===== src/rtl/csa_acc_pkg.sv =====
// Shared types and sizing helpers for the carry-save accumulator controller.
package csa_acc_pkg;

  typedef enum logic [1:0] {
    IDLE    = 2'd0,
    ACCUM   = 2'd1,
    RESOLVE = 2'd2,
    DONE    = 2'd3
  } csa_state_e;

  localparam int DEF_WIDTH   = 4;
  localparam int DEF_MAX_OPS = 8;

  // Width that holds max_ops worth of all-ones operands without overflow.
  function automatic int acc_w(input int width, input int max_ops);
    return width + $clog2(max_ops);
  endfunction

endpackage


===== src/rtl/csa_row.sv =====
// Generic-width 3:2 carry-save row; carry output is unshifted.
module csa_row #(
  parameter int W = 4
) (
  input  logic [W-1:0] x,
  input  logic [W-1:0] y,
  input  logic [W-1:0] z,
  output logic [W-1:0] s,
  output logic [W-1:0] c
);

  assign s = x ^ y ^ z;
  assign c = (x & y) | (x & z) | (y & z);

endmodule


===== src/rtl/csa_accumulator_ctrl.sv =====
// Sequencer folding N operands into sum/carry vectors, then one carry-propagate add.
// Optional abort input enabled by defining CSA_ACC_ABORT_EN.
module csa_accumulator_ctrl
  import csa_acc_pkg::*;
#(
  parameter int WIDTH   = DEF_WIDTH,
  parameter int MAX_OPS = DEF_MAX_OPS,
  parameter int CNT_W   = $clog2(MAX_OPS + 1),
  parameter int ACC_W   = acc_w(WIDTH, MAX_OPS)
) (
  input  logic             clk,
  input  logic             rst,
  input  logic             start,
  input  logic [CNT_W-1:0] num_ops,
  input  logic             in_valid,
  output logic             in_ready,
  input  logic [WIDTH-1:0] in_data,
  output logic             out_valid,
  input  logic             out_ready,
  output logic [ACC_W-1:0] out_sum,
`ifdef CSA_ACC_ABORT_EN
  input  logic             abort,
`endif
  output logic             busy
);

  csa_state_e       state_q, state_d;
  logic [CNT_W-1:0] cnt_q, cnt_d;
  logic [ACC_W-1:0] s_vec_q, s_vec_d;
  logic [ACC_W-1:0] c_vec_q, c_vec_d;
  logic [ACC_W-1:0] out_sum_q, out_sum_d;

  logic [ACC_W-1:0] row_s, row_c;
  logic [CNT_W-1:0] num_ops_clamped;

  assign num_ops_clamped = (num_ops > CNT_W'(MAX_OPS)) ? CNT_W'(MAX_OPS) : num_ops;

  csa_row #(.W(ACC_W)) u_row (
    .x (s_vec_q),
    .y (c_vec_q),
    .z (ACC_W'(in_data)),
    .s (row_s),
    .c (row_c)
  );

  always_comb begin
    state_d   = state_q;
    cnt_d     = cnt_q;
    s_vec_d   = s_vec_q;
    c_vec_d   = c_vec_q;
    out_sum_d = out_sum_q;
    case (state_q)
      IDLE: begin
        if (start) begin
          cnt_d   = num_ops_clamped;
          s_vec_d = '0;
          c_vec_d = '0;
          state_d = (num_ops_clamped == '0) ? RESOLVE : ACCUM;
        end
      end
      ACCUM: begin
        if (in_valid) begin
          s_vec_d = row_s;
          c_vec_d = row_c << 1;
          cnt_d   = cnt_q - CNT_W'(1);
          if (cnt_q == CNT_W'(1)) state_d = RESOLVE;
        end
      end
      RESOLVE: begin
        out_sum_d = s_vec_q + c_vec_q;
        state_d   = DONE;
      end
      DONE: begin
        if (out_ready) state_d = IDLE;
      end
      default: state_d = IDLE;
    endcase
`ifdef CSA_ACC_ABORT_EN
    // Abort never touches DONE, so a result once presented is always delivered.
    if (abort && (state_q == ACCUM || state_q == RESOLVE)) begin
      state_d   = IDLE;
      cnt_d     = '0;
      s_vec_d   = '0;
      c_vec_d   = '0;
      out_sum_d = out_sum_q;
    end
`endif
  end

  always_ff @(posedge clk or posedge rst) begin
    if (rst) begin
      state_q   <= IDLE;
      cnt_q     <= '0;
      s_vec_q   <= '0;
      c_vec_q   <= '0;
      out_sum_q <= '0;
    end else begin
      state_q   <= state_d;
      cnt_q     <= cnt_d;
      s_vec_q   <= s_vec_d;
      c_vec_q   <= c_vec_d;
      out_sum_q <= out_sum_d;
    end
  end

  assign in_ready  = (state_q == ACCUM);
  assign out_valid = (state_q == DONE);
  assign busy      = (state_q != IDLE);
  assign out_sum   = out_sum_q;

endmodule


===== config.mk =====
export PLATFORM = sky130hd
export DESIGN_NAME = csa_accumulator_ctrl
export DESIGN_NICKNAME = d
export VERILOG_FILES = /design/src/rtl/csa_acc_pkg.sv /design/src/rtl/csa_row.sv /design/src/rtl/csa_accumulator_ctrl.sv
export SDC_FILE = /design/constraint.sdc
export NUM_CORES = 1
export LEC_CHECK = 0
export ABC_AREA = 1
export BUFFER_PORTS_ARGS = -buffer_cell sky130_fd_sc_hd__buf_2
export CAP_MARGIN = 5
export CORE_MARGIN = 1.5
export CORE_UTILIZATION = 40
export DETAILED_ROUTE_END_ITERATION = 8
export GPL_ROUTABILITY_DRIVEN = 0
export GPL_TIMING_DRIVEN = 0
export HOLD_SLACK_MARGIN = 0.02
export PLACE_DENSITY_LB_ADDON = 0.08
export SLEW_MARGIN = 20
export SYNTH_ARGS = -nofsm -noshare
export SYNTH_HDL_FRONTEND = slang
export SYNTH_SLANG_ARGS = --single-unit
export TNS_END_PERCENT = 10

===== constraint.sdc =====
create_clock -name clk -period 3.2 [get_ports clk]
set_input_delay 0.32 -clock clk [delete_from_list [all_inputs] [get_ports clk]]
set_output_delay 0.32 -clock clk [all_outputs]
set_load 0.005 [all_outputs]

==> results of run 1 <==
==> through the flow <==
stage / hold WS, ns / cell area [µm²]
2_1_floorplan: 0.360 / 1530
3_3_place_gp: 0.450 / 1700
3_5_place_dp: 0.461 / 1700
4_1_cts: 0.314 / 1750
5_1_grt: 0.132 / 1750
6_report: 0.0811 / 1750
==> report_power, final <==
| group | switching (W) | internal, W | total [W] |
|---|---|---|---|
| clock network | 0.000108 | 0.000110 | 0.000219 |
| logic | 0.000437 | 0.000277 | 0.000714 |
| registers | 0.0000837 | 0.000436 | 0.000519 |
==> flip-flops by register name (all words and copies together) (netlist names) <==
name / count
c_vec_q: 6
s_vec_q: 7
state_q: 2
cnt_q: 4
out_sum: 7
==> area by class of cell <==
class | instances | area (µm²) | area share [%]
plain buffers | 4 | 23.8 | 1.36
clock buffers | 4 | 55.1 | 3.15
inverters | 26 | 97.6 | 5.58
multi-input cells | 131 | 753 | 43.0
flip-flops and latches | 26 | 651 | 37.2
well taps | 48 | 60.1 | 3.43
repair buffers | 22 | 110 | 6.29
==> worst paths after layout <==
| kind | to | cells after the start | start | slack [ns] |
|---|---|---|---|---|
| worst min register to register | out_sum[2] | 2 | out_sum[2] | 0.48 |
| worst min-delay path | c_vec_q[3] | 2 | rst | 0.08 |
| worst max-delay path | s_vec_q[6] | 8 | state_q[1] | 1.49 |
| min in group clk | s_vec_q[0] | 4 | in_data[0] | 0.40 |
| max in group asynchronous | cnt_q[0] | 2 | rst | 2.75 |
| worst max register to register | s_vec_q[6] | 8 | state_q[1] | 1.49 |
==> routing by layer <==
metal	track usage [%]	share of wire, %
met5	0	0
met1	22.8	50
met2	27.7	47
met4	5.59	1.1
met3	2.95	2.2
==> cells by family (layout without fill, tap and decap cells) <==
logic type      after synthesis  count (layout)  synth area share [%]
flops                        26              26                  42.7
fa+ha+maj                    17              17                  15.9
simple gates                 89              89                  23.8
buf+inv                      30              56                  7.96
compound gates               23              23                  8.53
xor+xnor                      2               2                  1.15
==> worst max-delay path: stages (launching register included) <==
cell and delay, ns:
dfrtp_1 0.41, inv_1 0.13, ha_1 0.33, inv_2 0.12
o21ai_2 0.15, inv_2 0.06, buf_2 0.19, nand2_2 0.12
o22ai_1 0.08
==> layout by cell type, fill, tap and decap left out <==
cell | netlist | layout
a31oi_1 | 1 | 1
clkbuf_1 | 2 | 2
nand2_1 | 63 | 63
buf_6 | 1 | 1
nand2_2 | 1 | 1
xor2_1 | 1 | 1
nand3_1 | 17 | 17
dfrtp_1 | 26 | 26
inv_1 | 24 | 23
inv_2 | 2 | 3
nor2_1 | 6 | 6
o21ai_0 | 12 | 12
xnor2_1 | 1 | 1
buf_2 | 1 | 23
o21ai_1 | 1 | 1
nand4_1 | 2 | 2
fa_1 | 4 | 4
clkbuf_8 | 0 | 4
ha_1 | 13 | 13
o21ai_2 | 2 | 2
o21a_1 | 1 | 1
o22ai_1 | 3 | 3
a21oi_1 | 3 | 3
==> reports/qor.yml, run 1 <==
synthesis:
  synth_fp_nets: 217
  synth_edf_count: 0
  ys_top_cells_by_count: "nand2_1, dfrtp_1, inv_1"
  synthFlopType: "dfrtp_1"
  ys_top_cells_by_area: "dfrtp_1, nand2_1, ha_1"
  yosysSeqAreaShare_pct: 42.7
  post-synth-top-count-cell: "nand2_1"
  synth_area_um2: 1530
  synth_top_cell_by_area: "dfrtp_1"
  synth_seq_cells: 26
  synth_cell_types: 22
  syn_inst: 187
  synth_top_area_share_pct: 42.7
  synth_warnings: 0
  synth-async-reset-ratio_pct: 100
  avgSynthCellArea_um2: 8.16
global_route:
  grt_use_total_pct: 17.0
  grt_max_degree: 27
  grt-ovfl-total: 0
  antenna_found_initial: 0
  grt_pass1_wl_um: 5510
  grt_pass1_vias: 1249
placed_design:
  port_buffers: 22
  dp.cells: 257
  post-dp-hpwl_um: 2390
  post-place-ws_ns: 1.47
layout:
  num-fill-cells: 380
  nNetsFinal: 244
  stdcell_count: 261
  antenna_cells: 0
  area_growth_pct: 14.8
  fin_util_pct: 47.8
  drive_gt1_share_pct: 16.0
floorplanning:
  die_w_um: 64.8
  die_area_um2: 4190
  core.rowCount: 22
  initial_core_util_pct: 41.7
  die_h_um: 64.8
  coreArea_um2: 3660
  ios: 23
route:
  vias_per_cell: 4.68
  first_iter_violations: 44
  totalWireLength_um: 3080
  dr.pass1.iters: 4
  drc: 0
  vias: 1221
  antenna_left: 0
  wire_per_inst_um: 11.8
critical_path:
  path_max_fanout: 10
  arrival_ns: 1.84
  critPathCaptureType: "flop"
  critPathKind: "reg -> reg"
  worstPathRequired_ns: 3.34
  startpoint_type: "flop"
pwr:
  irDropWorstVdd_v: 0.000431
  design_power_total_w: 0.00145
  power_density_nw_per_um2: 829
  leakage_nw: 0.978
outcome:
  status: "complete, no violations"
timing:
  slew_headroom_pct: 63.1
  worst_pin_slew_ns: 0.553
  setup_viol: 0
  finalClockSkew_ns: 0.00433
  fin_crit_sh_pct: 53.3
  setup_ws_ns: 1.49
  min_period_ns: 1.71
  rsz0062_at_grt: "false"
  finalHoldViolCount: 0
  final.setup.tns_ns: 0
  slew_violations: 0
  timing.fmax_ghz: 0.586
flow_run:
  maxCapViolations: 0
clock_network:
  ctsHtreeMaxLevel: 1
  cts_resized: 0
  cts_tree: "yes"
  root_buffer: "clkbuf_8"
  cts_hold_buf: 0
  clock_sinks: 26
  clk_path_buf_depth: 2
  cts_setup_buffers: 0
  cts_buffers: 3
  clock_latency_ns: 0.27
  clkTransAtPathRegs_ns: 0.09
worst_hold_path:
  min_path_type: "in -> async"
(Power assumes the default switching activity.)
==> run 2, diff against run 1 <==
==> constraint.sdc (replaced) <==
create_clock -name clk -period 1.5 [get_ports clk]
set_input_delay 0.15 -clock clk [delete_from_list [all_inputs] [get_ports clk]]
set_output_delay 0.15 -clock clk [all_outputs]
set_load 0.005 [all_outputs]
==> run 2 against run 1 <==
Register-to-register slack lost 1.5 ns. Count of clock-buffer cells in the layout stayed put. Die area did not move. Critical path type unchanged. Largest cell class unchanged. Largest power group unchanged.
==> reports/qor.yml, run 2 (synthesis gave the netlist of run 1 again) <==
outcome:
  status: "complete, no violations"
pwr:
  p_seq_share_pct: 31.6
  clkPwrFrac_pct: 13.1
  pwr-share-comb_pct: 55.3
  power_density_nw_per_um2: 1860
  switching_power_w: 0.00154
  netSwitchingFraction_pct: 43.0
  p_int_w: 0.00204
  leakage_nw: 1.03
  irDropWorstVdd_v: 0.000864
clock_network:
  root_buffer: "clkbuf_8"
  ctsHtreeMaxLevel: 1
  clk_path_buf_depth: 2
  cts_tree: "yes"
  clock_sinks: 26
  clock_latency_ns: 0.27
  clkTransAtPathRegs_ns: 0.10
  cts_buffers: 3
global_route:
  antenna_found_initial: 0
  grt_use_total_pct: 17.5
  grt_use_met2_pct: 29.0
  grt_max_degree: 27
  grt_use_met1_pct: 23.9
  grt_pass1_wl_um: 5730
  grt_pass1_vias: 1263
  grt_util_met3_pct: 2.95
  grt-ovfl-total: 0
  grt_most_used_layer: "met2"
route:
  wire_per_inst_um: 12.5
  dr.pass1.iters: 4
  antenna_left: 0
  totalWireLength_um: 3370
  vias: 1289
  drc: 0
  vias_per_cell: 4.77
  first_iter_violations: 49
placed_design:
  placed_cell_area_um2: 1700
  port_buffers: 22
  post-place-ws_ns: -0.161
  dp.cells: 257
  post-dp-hpwl_um: 2370
timing:
  setup_ws_ns: 0.0373
  finalHoldViolCount: 0
  worst_pin_slew_ns: 0.570
  final.setup.tns_ns: 0
  fin_crit_sh_pct: 97.5
  finalClockSkew_ns: 0.0115
  timing.fmax_ghz: 0.684
  slew_violations: 0
  slew_headroom_pct: 61.9
  setup_viol: 0
  min_period_ns: 1.46
  rsz0062_at_grt: "true"
floorplanning:
  die_area_um2: 4190
  initial_core_util_pct: 41.7
  core.rowCount: 22
  coreArea_um2: 3660
  die_h_um: 64.8
  die_w_um: 64.8
  ios: 23
critical_path:
  path_max_fanout: 3
  critPathKind: "reg -> reg"
  arrival_ns: 1.62
  startpoint_type: "flop"
  worstPathRequired_ns: 1.66
  r2r-end: "out_sum[5]"
  worstReg2RegStart: "c_vec_q[1]"
  r2r_setup_slack_ns: 0.04
  critPathCaptureType: "flop"
  rr_worst_depth: 8
worst_hold_path:
  hp-start: "in_data[0]"
  hold-path-endpoint: "s_vec_q[0]"
  whs_path_depth: 4
  min_path_type: "in -> reg"
layout:
  fin_area_um2: 1920
  stdcell_count: 270
  layout_commonest_cell: "nand2_1"
  drive_gt1_share_pct: 25.7
  fin_util_pct: 52.5
  area_growth_pct: 26.1
  antenna_cells: 0
  nNetsFinal: 253
  final_cell_mix: "nand2_1, dfrtp_1, buf_2"
flow_run:
  maxCapViolations: 0
==> run 2: cell count changes in the layout (fill, tap and decap cells not counted), moves of 3 or more <==
cell,delta
buf_4,+8
ha_1,-5
o21ai_0,-3
ha_4,+4
==> run 2: metal layers <==
metal	vias to the layer above	wire length (µm)
met5	-	0
met4	0	18
met3	2	96
met2	17	1610
met1	606	1650
li1	664	-
==> run 2: how the worst max path moves through the flow <==
stage,startpoint,to,slack (ns),cells after the start
after floorplan,s_vec_q[1],out_sum[5],0.03,7
after global placement,state_q[1],s_vec_q[6],-0.10,8
after detailed placement,state_q[1],s_vec_q[6],-0.16,8
after CTS,state_q[1],c_vec_q[5],0.005,9
after global routing,c_vec_q[1],out_sum[5],-0.04,8
final,c_vec_q[1],out_sum[5],0.04,8
==> run 2: critical path, stage by stage, from the launching register on <==
cell and delay [ns]:
dfrtp_1 0.43, ha_4 0.19, fa_2 0.34, nand2_1 0.09
nand2_1 0.07, nand2_2 0.07, nand2_1 0.05, nand2_1 0.05
a31oi_1 0.07
==> run 2: through the flow <==
| step | hold WS (ns) | power, W |
|---|---|---|
| after CTS | 0.150 | 0.00330 |
| final | 0.246 | 0.00357 |
| after floorplan | 0.190 | 0.00222 |
| after global routing | 0.281 | 0.00392 |
| after detailed placement | 0.446 | 0.00267 |
| after global placement | 0.437 | 0.00261 |
==> run 2: power by group through the flow <==
stage / combinational (W) / sequential [W] / clock (W)
floorplan: 0.00113 / 0.00110 / 0
global placement: 0.00150 / 0.00111 / 0
detailed placement: 0.00154 / 0.00113 / 0
CTS: 0.00173 / 0.00110 / 0.000476
global route: 0.00226 / 0.00116 / 0.000504
finish: 0.00198 / 0.00113 / 0.000467
==> run 2: repair_timing <==
action / CTS / global route
endpoints found under the setup margin: 26 / 26
endpoints found under the hold margin: 0 / 26
pin swaps: 1 / 3
hold buffers: 0 / 1
setup buffers: 5 / 3
resized for setup: 7 / 21
gates cloned: 0 / 1
==> run 2: layout make-up <==
| class | instances | area [µm²] |
|---|---|---|
| Buffer | 3 | 27.5 |
| Multi-Input combinational cell | 131 | 833 |
| Sequential cell | 26 | 653 |
| Inverter | 26 | 103 |
| Tap cell | 48 | 60.1 |
| Fill cell | 342 | 1740 |
| Clock buffer | 4 | 55.1 |
| Timing Repair Buffer | 32 | 191 |
